--- src/rtl/comp_job_sched.sv ---
// Round-robin scheduler sharing one page compressor between NUM_REQ requesters.
// Grants a job, holds comp_start_o through RUN, reports a one-hot result, then releases.
module comp_job_sched #(
   parameter int NUM_REQ        = 4,
   parameter int ADDR_W         = 40,
   parameter int TIMEOUT_CYCLES = 4096,
   parameter int RELEASE_CYCLES = 2
) (
   input  logic                        clk_i,
   input  logic                        rst_ni,
   input  logic [NUM_REQ-1:0]          req_valid_i,
   input  logic [NUM_REQ*ADDR_W-1:0]   req_page_i,
   output logic [NUM_REQ-1:0]          req_ready_o,
   output logic [NUM_REQ-1:0]          rsp_valid_o,
   output logic [1:0]                  rsp_status_o,
   output logic [13:0]                 rsp_size_o,
   output logic                        comp_start_o,
   output logic [ADDR_W-1:0]           comp_page_o,
   input  logic                        comp_done_i,
   input  logic                        incompressible_i,
   input  logic [13:0]                 comp_size_i,
   output logic                        busy_o,
   output logic [$clog2(NUM_REQ)-1:0]  grant_idx_o
);

   localparam int IDX_W = $clog2(NUM_REQ);
   localparam int CNT_W = $clog2(TIMEOUT_CYCLES);
   localparam int REL_W = $clog2(RELEASE_CYCLES + 1);

   localparam logic [CNT_W-1:0] CNT_LAST = CNT_W'(TIMEOUT_CYCLES - 1);
   localparam logic [REL_W-1:0] REL_LAST = REL_W'(RELEASE_CYCLES - 1);

   typedef enum logic [1:0] {
      S_IDLE    = 2'd0,
      S_RUN     = 2'd1,
      S_REPORT  = 2'd2,
      S_RELEASE = 2'd3
   } state_e;

   state_e              state_q;
   logic [NUM_REQ-1:0]  req_ready_q;
   logic [NUM_REQ-1:0]  rsp_valid_q;
   logic [1:0]          rsp_status_q;
   logic [13:0]         rsp_size_q;
   logic                comp_start_q;
   logic [ADDR_W-1:0]   comp_page_q;
   logic                busy_q;
   logic [IDX_W-1:0]    grant_q;
   logic [CNT_W-1:0]    cnt_q;
   logic [REL_W-1:0]    rel_q;

   logic                any_d;
   logic [IDX_W-1:0]    win_d;
   logic [IDX_W-1:0]    idx;
   logic [NUM_REQ-1:0]  win_oh;
   logic [NUM_REQ-1:0]  grant_oh;
   logic [ADDR_W-1:0]   win_page;

   // Search starts one past the last grant, so the last winner has lowest priority.
   always_comb begin
      any_d = 1'b0;
      win_d = grant_q;
      idx   = '0;
      for (int k = 1; k <= NUM_REQ; k++) begin
         idx = IDX_W'((int'(grant_q) + k) % NUM_REQ);
         if (!any_d && req_valid_i[idx]) begin
            any_d = 1'b1;
            win_d = idx;
         end
      end
   end

   assign win_oh   = NUM_REQ'(1) << win_d;
   assign grant_oh = NUM_REQ'(1) << grant_q;
   assign win_page = req_page_i[int'(win_d)*ADDR_W +: ADDR_W];

   always_ff @(posedge clk_i or negedge rst_ni) begin
      if (!rst_ni) begin
         state_q      <= S_IDLE;
         req_ready_q  <= '0;
         rsp_valid_q  <= '0;
         rsp_status_q <= 2'd0;
         rsp_size_q   <= 14'd0;
         comp_start_q <= 1'b0;
         comp_page_q  <= '0;
         busy_q       <= 1'b0;
         grant_q      <= IDX_W'(NUM_REQ - 1);
         cnt_q        <= '0;
         rel_q        <= '0;
      end else begin
         req_ready_q <= '0;
         rsp_valid_q <= '0;
         case (state_q)
            S_IDLE: begin
               if (any_d) begin
                  state_q      <= S_RUN;
                  req_ready_q  <= win_oh;
                  comp_start_q <= 1'b1;
                  comp_page_q  <= win_page;
                  grant_q      <= win_d;
                  cnt_q        <= '0;
                  busy_q       <= 1'b1;
               end
            end
            S_RUN: begin
               // Priority: incompressible, then done, then the watchdog.
               if (incompressible_i) begin
                  rsp_status_q <= 2'd1;
                  rsp_size_q   <= 14'd4096;
                  state_q      <= S_REPORT;
               end else if (comp_done_i) begin
                  rsp_status_q <= 2'd0;
                  rsp_size_q   <= comp_size_i;
                  state_q      <= S_REPORT;
               end else if (cnt_q == CNT_LAST) begin
                  rsp_status_q <= 2'd2;
                  rsp_size_q   <= 14'd0;
                  state_q      <= S_REPORT;
               end else begin
                  cnt_q <= cnt_q + 1'b1;
               end
            end
            S_REPORT: begin
               rsp_valid_q  <= grant_oh;
               comp_start_q <= 1'b0;
               rel_q        <= '0;
               state_q      <= S_RELEASE;
            end
            S_RELEASE: begin
               if (rel_q == REL_LAST) begin
                  state_q <= S_IDLE;
                  busy_q  <= 1'b0;
               end else begin
                  rel_q <= rel_q + 1'b1;
               end
            end
            default: state_q <= S_IDLE;
         endcase
      end
   end

   assign req_ready_o  = req_ready_q;
   assign rsp_valid_o  = rsp_valid_q;
   assign rsp_status_o = rsp_status_q;
   assign rsp_size_o   = rsp_size_q;
   assign comp_start_o = comp_start_q;
   assign comp_page_o  = comp_page_q;
   assign busy_o       = busy_q;
   assign grant_idx_o  = grant_q;

endmodule
--- config.mk ---
export PLATFORM = sky130hd
export DESIGN_NAME = comp_job_sched
export DESIGN_NICKNAME = d
export VERILOG_FILES = /design/src/rtl/comp_job_sched.sv
export SDC_FILE = /design/constraint.sdc
export NUM_CORES = 1
export LEC_CHECK = 0
export CORE_ASPECT_RATIO = 1.5
export CORE_MARGIN = 2
export CORE_UTILIZATION = 37
export DETAILED_ROUTE_END_ITERATION = 7
export GPL_TIMING_DRIVEN = 0
export PLACE_DENSITY = 0.77
export SYNTH_ARGS = -nofsm -noshare
export SYNTH_HDL_FRONTEND = slang
export SYNTH_SLANG_ARGS = --single-unit
--- constraint.sdc ---
create_clock -name clk_i -period 2.55 [get_ports clk_i]
set_input_delay 0.6375 -clock clk_i [delete_from_list [all_inputs] [get_ports clk_i]]
set_output_delay 0.6375 -clock clk_i [all_outputs]
set_load 0.02 [all_outputs]
=== Word-level counts from Yosys, hierarchy flattened ===
Index checks and enable logic that the tools add are counted.

* Register bits: 84
* Input bits: 182
* Logic and storage cells: 97

* Reductions and logical operators: 19
* $mul: 1
* $lt $le $gt $ge: 4
* Shift-type cells: 3
* Add/sub/neg operators: 6
* Eq/ne operators: 12
* Mux-type cells: 41

{| class="wikitable"
|+ Operator list
! kind !! count
|-
| 160-bit by 9-bit variable part select with 40-bit output || 1
|-
| 12-bit 2-to-1 mux || 4
|-
| 14-bit 2-to-1 mux || 3
|-
| 2-bit 2-to-1 mux || 12
|-
| 12-bit case mux with 2 select lines || 1
|-
| 12-bit by 1-bit adder with 12-bit output (second input constant) || 1
|-
| 12-bit equality test (second input constant) || 1
|-
| 2-bit by 3-bit < comparator with 1-bit output (second input constant) || 4
|-
| 4-bit 2-to-1 mux || 3
|-
| 2-bit inequality test (second input constant) || 6
|-
| 1-bit 2-to-1 mux || 10
|-
| 1-bit binary-select mux with 2-bit select || 4
|-
| 2-bit case mux with 4 select lines || 1
|-
| 2-bit AND reduction || 4
|-
| 2-bit nonzero test || 4
|-
| 1-bit by 2-bit << shifter with 4-bit output (first input constant) || 2
|-
| 2-bit by 1-bit adder with 2-bit output (second input constant) || 3
|-
| 3-bit AND reduction || 2
|-
| 2-bit by 3-bit multiplier with 5-bit output (second input constant) || 1
|-
| 5-bit AND reduction || 1
|-
| 2-bit adder (second input constant) || 2
|-
| 2-bit by 1-bit equality test with 1-bit output (second input constant) || 2
|-
| 2-bit equality test (second input constant) || 2
|-
| 4-bit inequality test (second input constant) || 1
|-
| 6 further kinds || 11
|}

=== Longest topological paths before layout ===
Gate-level depths: netlist of run 1.

* Depth after elaboration: 16
* Depth in mapped cells: 11
* Mapped depth without buffers: 8

=== Worst setup path before layout of run 1 ===
Ideal clock, no wire load.

* Kind: register to register
* Start point: register grant_q[0] (netlist: grant_idx_o[0])
* End point: register comp_page_q[11] (netlist: comp_page_o[11])
* Cell stages (with the launch flop): 11
* Setup time: 0.154 ns
* Path slack: -0.190 ns
* Required time: 2.396 ns
* Arrival time: 2.586 ns
* Period minus slack after synthesis: 2.740 ns
* Buffers on the path: 3
* Cells stage by stage: dfstp_2 > buf_2 > inv_1 > ha_1 > or3b_1 > o31ai_1 > a221oi_1 > a211oi_2 > buf_4 > buf_2 > a311oi_2

* Longest elaborated chain between the ends: 15

{| class="wikitable"
|+ RTL lines
! item !! RTL line !! RTL
|-
| start: declaration || 48 || <nowiki>logic [IDX_W-1:0] grant_q;</nowiki>
|-
| start signal: assignment || 87 || <nowiki>grant_q <= IDX_W'(NUM_REQ - 1);</nowiki>
|-
| start signal: assignment || 100 || <nowiki>grant_q <= win_d;</nowiki>
|-
| 2-bit by 1-bit adder with 2-bit output || 65 || <nowiki>idx = IDX_W'((int'(grant_q) + k) % NUM_REQ);</nowiki>
|-
| 1-bit binary-select mux with 2-bit select || 66 || <nowiki>if (!any_d && req_valid_i[idx]) begin</nowiki>
|-
| 1-bit 2-to-1 mux (not written as such) || 66 ||
|-
| 1-bit 2-to-1 mux || 66 ||
|-
| 1-bit zero test || 66 ||
|-
| 1-bit logical AND || 66 ||
|-
| 1-bit 2-to-1 mux || 66 ||
|-
| 1-bit zero test || 66 ||
|-
| 1-bit logical AND || 66 ||
|-
| 1-bit 2-to-1 mux || 66 ||
|-
| 1-bit zero test || 66 ||
|-
| 1-bit logical AND || 66 ||
|-
| 2-bit 2-to-1 mux || 66 ||
|-
| 2-bit by 3-bit multiplier with 5-bit output || 75 || <nowiki>assign win_page = req_page_i[int'(win_d)*ADDR_W +: ADDR_W];</nowiki>
|-
| 160-bit by 9-bit variable part select with 40-bit output || 75 ||
|-
| end signal: assignment || 99 || <nowiki>comp_page_q <= win_page;</nowiki>
|-
| end: declaration || 46 || <nowiki>logic [ADDR_W-1:0] comp_page_q;</nowiki>
|}

Parallel ways exist; a longest one is shown, timed or not. The select of a mux whose other input is x is not followed.
A chain may end at the register's enable or synchronous reset.

=== Final worst setup path of run 1 ===
* Start point: input req_valid_i[2]
* End point: register comp_page_q[16] (netlist: comp_page_o[16])

* Longest elaborated chain between the ends: 14

{| class="wikitable"
|+ RTL lines
! item !! RTL line !! RTL
|-
| start: declaration || 11 || <nowiki>input logic [NUM_REQ-1:0] req_valid_i,</nowiki>
|-
| 1-bit binary-select mux with 2-bit select || 66 ||
|-
| 1-bit 2-to-1 mux (not written as such) || 66 ||
|-
| 1-bit 2-to-1 mux || 66 ||
|-
| 1-bit zero test || 66 ||
|-
| 1-bit logical AND || 66 ||
|-
| 1-bit 2-to-1 mux || 66 ||
|-
| 1-bit zero test || 66 ||
|-
| 1-bit logical AND || 66 ||
|-
| 1-bit 2-to-1 mux || 66 ||
|-
| 1-bit zero test || 66 ||
|-
| 1-bit logical AND || 66 ||
|-
| 2-bit 2-to-1 mux || 66 ||
|-
| 2-bit by 3-bit multiplier with 5-bit output || 75 ||
|-
| 160-bit by 9-bit variable part select with 40-bit output || 75 ||
|}

Parallel ways exist; a longest one is shown, timed or not. The select of a mux whose other input is x is not followed.

==> flow_metrics.tcl, run 1 <==
set metrics [dict create \
    vias 5328 \
    grt_overflow 0 \
    dr.first_iter.drc_count 293 \
    start_util_pct 38.0 \
    critPathMaxStageDelay_ns 0.50 \
    period_minus_slack_ns 2.62 \
    grt_first_pass_wirelength_um 29100 \
    combinationalPowerShare_pct 66.8 \
    io_pins 250 \
    min_path_type "primary input to asynchronous set/reset pin" \
    drc 0 \
    cts_buffers 9 \
    fp.dieArea_sq_um 14900 \
    fin_util_pct 63.2 \
    detail-route-antenna-nets 0 \
    worstMarginPinSlew_ns 0.583 \
    critical_path.max_fanout 10 \
    reg2reg_from "grant_idx_o[1]$_DFFE_PN1P_" \
    htree_levels 3 \
    critical_path_class "primary input to flip-flop" \
    first_global_vias 5617 \
    sw_frac_of_total_pct 44.7 \
    min_period_over_period_pct 103 \
    layout.nets 982 \
    layout-drive-gt1-share_pct 15.7 \
    placementRows 52 \
    routed_wl_um 18900 \
    total_power_w 0.0108 \
    syn_area_sq_um 5140 \
    worstPathArrival_ns 2.87 \
    clockPowerShare_pct 12.2 \
    worst-r2r-cell-count 11 \
    hpwl_um 14400 \
    grt_max_degree 53 \
    fp.dieW_um 100 \
    clk_latency_ns 0.35 \
    clk_pin_slew_worst_paths_ns 0.07 \
    drv_slew 0 \
    synth_warnings 0 \
    die_h_um 148 \
    ys_ff_latch 84 \
    timing.fmax_ghz 0.382 \
    multi_input_area_sq_um 2890 \
    cp_top_family "buffers and inverters" \
    intPower_w 0.00597 \
    setup_viol 11 \
    r2r_setup_slack_ns -0.05 \
    yosysTopAreaCellShare_pct 39.9 \
    post-synth-top-area-cell "dfrtp_1" \
    cts_tree "built" \
    cts-root-buf "clkbuf_16" \
    place.gp.congestion 0.849 \
    p_leak_nw 3.50 \
    end_kind "flip-flop" \
    syn-mean-instance-area_sq_um 9.94 \
    ir_drop_uv 722 \
    switchingPower_w 0.00482 \
    crit_slowest_cell "clkdlybuf4s50_1" \
    hold_viol 0 \
    dr.pass1.iters 4 \
    core_area_sq_um 13500 \
    clock-sinks 84 \
    drv_cap 0 \
    synth_area_leaders "dfrtp_1 40%, mux2i_1 8.0%, a21o_1 6.3%, a311oi_1 5.1%, a211oi_1 4.5%" \
    skew_ns 0.0131 \
    post-place-ws_ns -0.550 \
    status "complete, but fails checks" \
    cts_buffer_depth 2 \
    num-fill-cells 1147 \
    num_antenna_cells 0 \
    power.density_nw_per_um2 1260 \
    antenna_found_initial 0 \
    start_kind "primary input" \
    wire_per_inst_um 19.8 \
    pwr-share-seq_pct 21.0 \
    avgViaCountPerCell 5.57 \
    syn-num-nets 710 \
    syn_inst 517 \
    cp_cell_sequence "clkdlybuf4s50_1 > buf_4 > and3b_1 > o31ai_2 > a221oi_2 > a211oi_2 > buf_4 > buf_12 > buf_12 > a211oi_2 > a311oi_2" \
    register_area_sq_um 2100 \
    yosysSeqAreaShare_pct 40.9 \
    rsz0062_at_grt "true" \
    timing.rr.end "comp_page_o[16]$_DFFE_PN0P_" \
    fin_ws_ns -0.0694 \
    critPathRequiredTime_ns 2.80 \
    area_delta_synth_final_pct 66.4 \
    numPortBuffers 248 \
    critPathBufInv 5 \
    gr-usage-all-layers_pct 24.9 \
    relSlewSlack_pct 61.1 \
    synth_cell_type_count 49 \
    violations "negative setup slack" \
]
[worst max path at each step]
| stage | end | cells past startpoint | slack [ns] | from |
|---|---|---|---|---|
| after detailed placement | comp_page_o[16]$_DFFE_PN0P_ | 8 | -0.55 | req_valid_i[3] |
| final | comp_page_o[16]$_DFFE_PN0P_ | 11 | -0.07 | req_valid_i[2] |
| after global routing | comp_page_o[16]$_DFFE_PN0P_ | 12 | -0.17 | grant_idx_o[0]$_DFFE_PN1P_ |
| after CTS | comp_page_o[16]$_DFFE_PN0P_ | 12 | -0.05 | grant_idx_o[1]$_DFFE_PN1P_ |
| after floorplan | comp_page_o[10]$_DFFE_PN0P_ | 11 | 0.03 | grant_idx_o[0]$_DFFE_PN1P_ |
| after global placement | comp_page_o[2]$_DFFE_PN0P_ | 1 | -2.31 | rst_ni |
[routing by layer]
metal / vias to the layer above / part of all wire [%] / track usage, %
met3: 50 / 6.6 / 4.75
met4: 0 / 3.5 / 10.3
met5: - / 0 / 0
met2: 241 / 54 / 44.7
li1: 2468 / - / -
met1: 2569 / 36 / 28.8
[area by class of cell]
type	instances	share of cell area (%)
Sequential cell	84	24.6
Timing Repair Buffer	264	31.2
Multi-Input combinational cell	378	33.8
Clock buffer	9	2.63
Clock inverter	7	0.892
Buffer	45	4.16
Inverter	7	0.351
Tap cell	162	2.37
[kinds of logic (layout without fill, tap and decap cells)]
logic type / after synthesis / count (layout) / share of synthesized area, %
xor gates and xnor gates: 6 / 6 / 1.02
adders and majority gates: 11 / 11 / 2.68
AOI/OAI and AO/OA: 168 / 168 / 26.9
muxes: 45 / 45 / 8.93
buffers and inverters: 55 / 332 / 6.06
and+or+nand+nor: 148 / 148 / 13.5
DFF: 84 / 84 / 40.9
[synthesized netlist by cell type (all sizes together)]
cell type,instances
and4,2
and3,5
a311oi,40
a31oi,1
a221o,1
buf,34
dfstp,2
or3b,1
a22o,4
inv,7
or2,1
and2,7
o211a,1
o31ai,4
or4,2
mux2,4
nor2,55
nor4,2
dfrtp,82
nor3b,1
nand2,41
nand3,10
xor2,5
a21boi,1
a41oi,1
a211o,1
nor3,6
clkbuf,14
a21o,43
and3b,1
nand2b,5
o21ai,20
nor2b,5
xnor2,1
nand4,3
a221oi,1
mux2i,41
ha,11
nand3b,1
a21oi,5
a211oi,42
o221ai,2
a22oi,1
[worst reg2reg max path, delay by kind of cell, from the launching register on]
kind            cells  cell delay [ns]
simple gates        1             0.39
fa+ha+maj           1             0.25
flops               1             0.59
buf+inv             4             0.58
compound gates      5             0.68
[power groups by stage]
stage / registers (W) / clock network (W) / logic, W
floorplan: 0.00284 / 0 / 0.00337
global placement: 0.00227 / 0 / 0.00622
detailed placement: 0.00228 / 0 / 0.00639
CTS: 0.00225 / 0.00134 / 0.00681
global route: 0.00233 / 0.00139 / 0.00768
finish: 0.00227 / 0.00132 / 0.00721
[timing repair]
action                                  CTS  global route
cloned                                    0             2
hold buffers                              0             0
endpoints found under the setup margin   55            59
buffers inserted                          8             5
pin swaps                                 4            12
resized for setup                        32            42
[per-stage QoR]
step           setup TNS, ns  hold slack, ns  cells  area (sq um)
2_1_floorplan              0           0.342    517          5160
3_3_place_gp         -213.97           0.464    927          7840
3_5_place_dp          -26.85           0.470    928          7870
4_1_cts               -0.637           0.261    951          8350
5_1_grt                -3.04           0.283    956          8550
6_report              -0.310           0.253    956          8550
[state kept, by name (all words and copies together) (netlist names)]
register and flops:
comp_page_o 40, rsp_size_o 14, cnt_q 12, req_ready_o 4, rsp_valid_o 4, grant_idx_o 2, rel_q 2, rsp_status_o 2
state_q 2, busy_o 1, comp_start_o 1
[cell usage in the layout, fill, tap and decap left out, types with 5 or more instances in the layout]
cell and n:
clkdlybuf4s50_1 245, dfrtp_1 82, nor2_1 55, a21o_1 43
nand2_1 41, mux2i_1 36, a311oi_1 28, a211oi_1 23
o21ai_0 20, a211oi_2 18, buf_4 17, buf_6 13
a311oi_2 12, clkbuf_16 11, nand3_1 10, ha_1 10
buf_2 8, clkbuf_1 8, and2_1 7, nor3_1 6
clkbuf_2 6, inv_1 5, nor2b_1 5, xor2_1 5
Note: power is estimated with default switching activity, not from simulation.
==> run 2: changes to the inputs <==
RECOVER_POWER = 100   (was unset)
==> run 2 against run 1 <==
- clock power is essentially flat
- utilization is essentially flat
- clock skew is essentially flat
- sequential share of layout area is essentially flat
- the flow finishes with violations (max-capacitance violations, max-slew violations, negative setup slack)
- wire length shrank 0.13%
- setup slack gained 0.018 ns
- non-clock buffer count is the same
==> flow_metrics.tcl, run 2 (synthesis results as in run 1) <==
set metrics [dict create \
    first_global_vias 5617 \
    largest_reg_flops 40 \
    grt_overflow 0 \
    power.density_nw_per_um2 1260 \
    final_common_cell "clkdlybuf4s50_1" \
    switchingPower_w 0.00482 \
    period_minus_slack_ns 2.60 \
    die_h_um 148 \
    num-fill-cells 1147 \
    skew_ns 0.0132 \
    cts_tree "built" \
    wire_per_inst_um 19.7 \
    clk_pin_slew_worst_paths_ns 0.07 \
    register_area_sq_um 2100 \
    final_cell_mix "245 x clkdlybuf4s50_1, 82 x dfrtp_1, 55 x nor2_1" \
    start_kind "primary input" \
    min_period_over_period_pct 102 \
    routed_wl_um 18900 \
    htree_levels 3 \
    drv_slew 33 \
    layout.nets 982 \
    worstPathArrival_ns 2.84 \
    end_kind "flip-flop" \
    fin_util_pct 63.2 \
    layout-drive-gt1-share_pct 15.6 \
    cts_buffer_depth 2 \
    timing.fmax_ghz 0.384 \
    place.gp.congestion 0.849 \
    num_antenna_cells 0 \
    sw_frac_of_total_pct 44.7 \
    fin_ws_ns -0.0512 \
    post-place-ws_ns -0.550 \
    cts_buffers 9 \
    intPower_w 0.00597 \
    relSlewSlack_pct -29.9 \
    gr-usage-all-layers_pct 24.9 \
    antenna_found_initial 0 \
    area_delta_synth_final_pct 66.3 \
    min_path_cells 2 \
    critPathRequiredTime_ns 2.79 \
    avgViaCountPerCell 5.59 \
    clockPowerShare_pct 12.1 \
    p_leak_nw 3.49 \
    hpwl_um 14400 \
    drv_cap 1 \
    min_path_type "flip-flop to flip-flop" \
    core_area_sq_um 13500 \
    hold_viol 0 \
    io_pins 250 \
    pwr-share-seq_pct 21.0 \
    ir_drop_uv 721 \
    cts-root-buf "clkbuf_16" \
    critical_path_class "primary input to flip-flop" \
    dr.first_iter.drc_count 273 \
    clock-sinks 84 \
    fp.dieW_um 100 \
    worst-r2r-cell-count 11 \
    drc 0 \
    worstMarginPinSlew_ns 1.95 \
    hold_slack_ns 0.479 \
    vias 5344 \
    grt_first_pass_wirelength_um 29100 \
    clk_latency_ns 0.35 \
    setup_viol 8 \
    fp.dieArea_sq_um 14900 \
    dr.pass1.iters 5 \
    start_util_pct 38.0 \
    grt_max_degree 53 \
    placementRows 52 \
    numPortBuffers 248 \
    multi_input_area_sq_um 2890 \
    combinationalPowerShare_pct 66.9 \
    status "complete, but fails checks" \
    violations "max-capacitance violations, max-slew violations, negative setup slack" \
    critical_path.max_fanout 10 \
    detail-route-antenna-nets 0 \
    rsz0062_at_grt "true" \
]
run 2: cell types whose count changed in the layout (fill, tap and decap cells not counted):
cell	previous run	this run
and2_1	7	6
buf_4	17	16
clkbuf_1	8	9
and2_0	0	1
run 2: layer usage:
metal	up-vias	track usage [%]	share of wire, %
met4	0	10.3	3.6
met3	60	4.75	6.4
met2	241	44.7	54
met1	2578	28.8	36
li1	2465	-	-
met5	-	0	0
run 2: metrics by stage:
step | power [W] | instance area (sq um) | cells | TNS, ns
after floorplan | 0.00621 | 5160 | 517 | 0
after global placement | 0.00849 | 7840 | 927 | -213.97
after detailed placement | 0.00867 | 7870 | 928 | -26.85
after CTS | 0.0104 | 8350 | 951 | -0.637
after global routing | 0.0114 | 8550 | 956 | -3.04
final | 0.0108 | 8550 | 956 | -0.162
run 2: final cells by class:
type | count | area share [%]
tap | 162 | 2.37
multi-input combinational | 378 | 33.8
sequential | 84 | 24.6
clock inverter | 7 | 0.893
buffer | 45 | 4.16
timing repair buffer | 264 | 31.2
inverter | 7 | 0.351
clock buffer | 9 | 2.63
run 2: power groups by stage:
stage,Sequential [W],Clock [W],Combinational (W)
after global routing,0.00233,0.00139,0.00768
after CTS,0.00225,0.00134,0.00681
after global placement,0.00227,0,0.00622
final,0.00227,0.00131,0.00721
after floorplan,0.00284,0,0.00337
after detailed placement,0.00228,0,0.00639
run 2: final timing paths:
| check | from | end | slack, ns |
|---|---|---|---|
| setup reg to reg | grant_idx_o[1]$_DFFE_PN1P_ | comp_page_o[16]$_DFFE_PN0P_ | -0.05 |
| hold / removal | rsp_size_o[8]$_DFFE_PN0P_ | rsp_size_o[8]$_DFFE_PN0P_ | 0.48 |
| setup / recovery | req_valid_i[2] | comp_page_o[16]$_DFFE_PN0P_ | -0.05 |
| hold reg to reg | rsp_size_o[8]$_DFFE_PN0P_ | rsp_size_o[8]$_DFFE_PN0P_ | 0.48 |
| min in group asynchronous | rst_ni | rsp_valid_o[0]$_DFF_PN0_ | 0.84 |
| max in group asynchronous | rst_ni | comp_page_o[11]$_DFFE_PN0P_ | 0.59 |
run 2: what timing repair did:
item / CTS / global route
gates cloned: 0 / 2
hold buffers: 0 / 0
pin swaps: 4 / 12
endpoints found under the setup margin: 55 / 59
resized for setup: 32 / 42
buffers inserted: 8 / 5
run 2: worst max-delay path, cell delays in order:
cell             delay (ns)
clkdlybuf4s50_1        0.48
buf_4                  0.19
and3b_1                0.20
o31ai_2                0.28
a221oi_2               0.11
a211oi_2               0.19
buf_4                  0.19
buf_12                 0.14
buf_12                 0.12
a211oi_2               0.04
a311oi_2               0.25
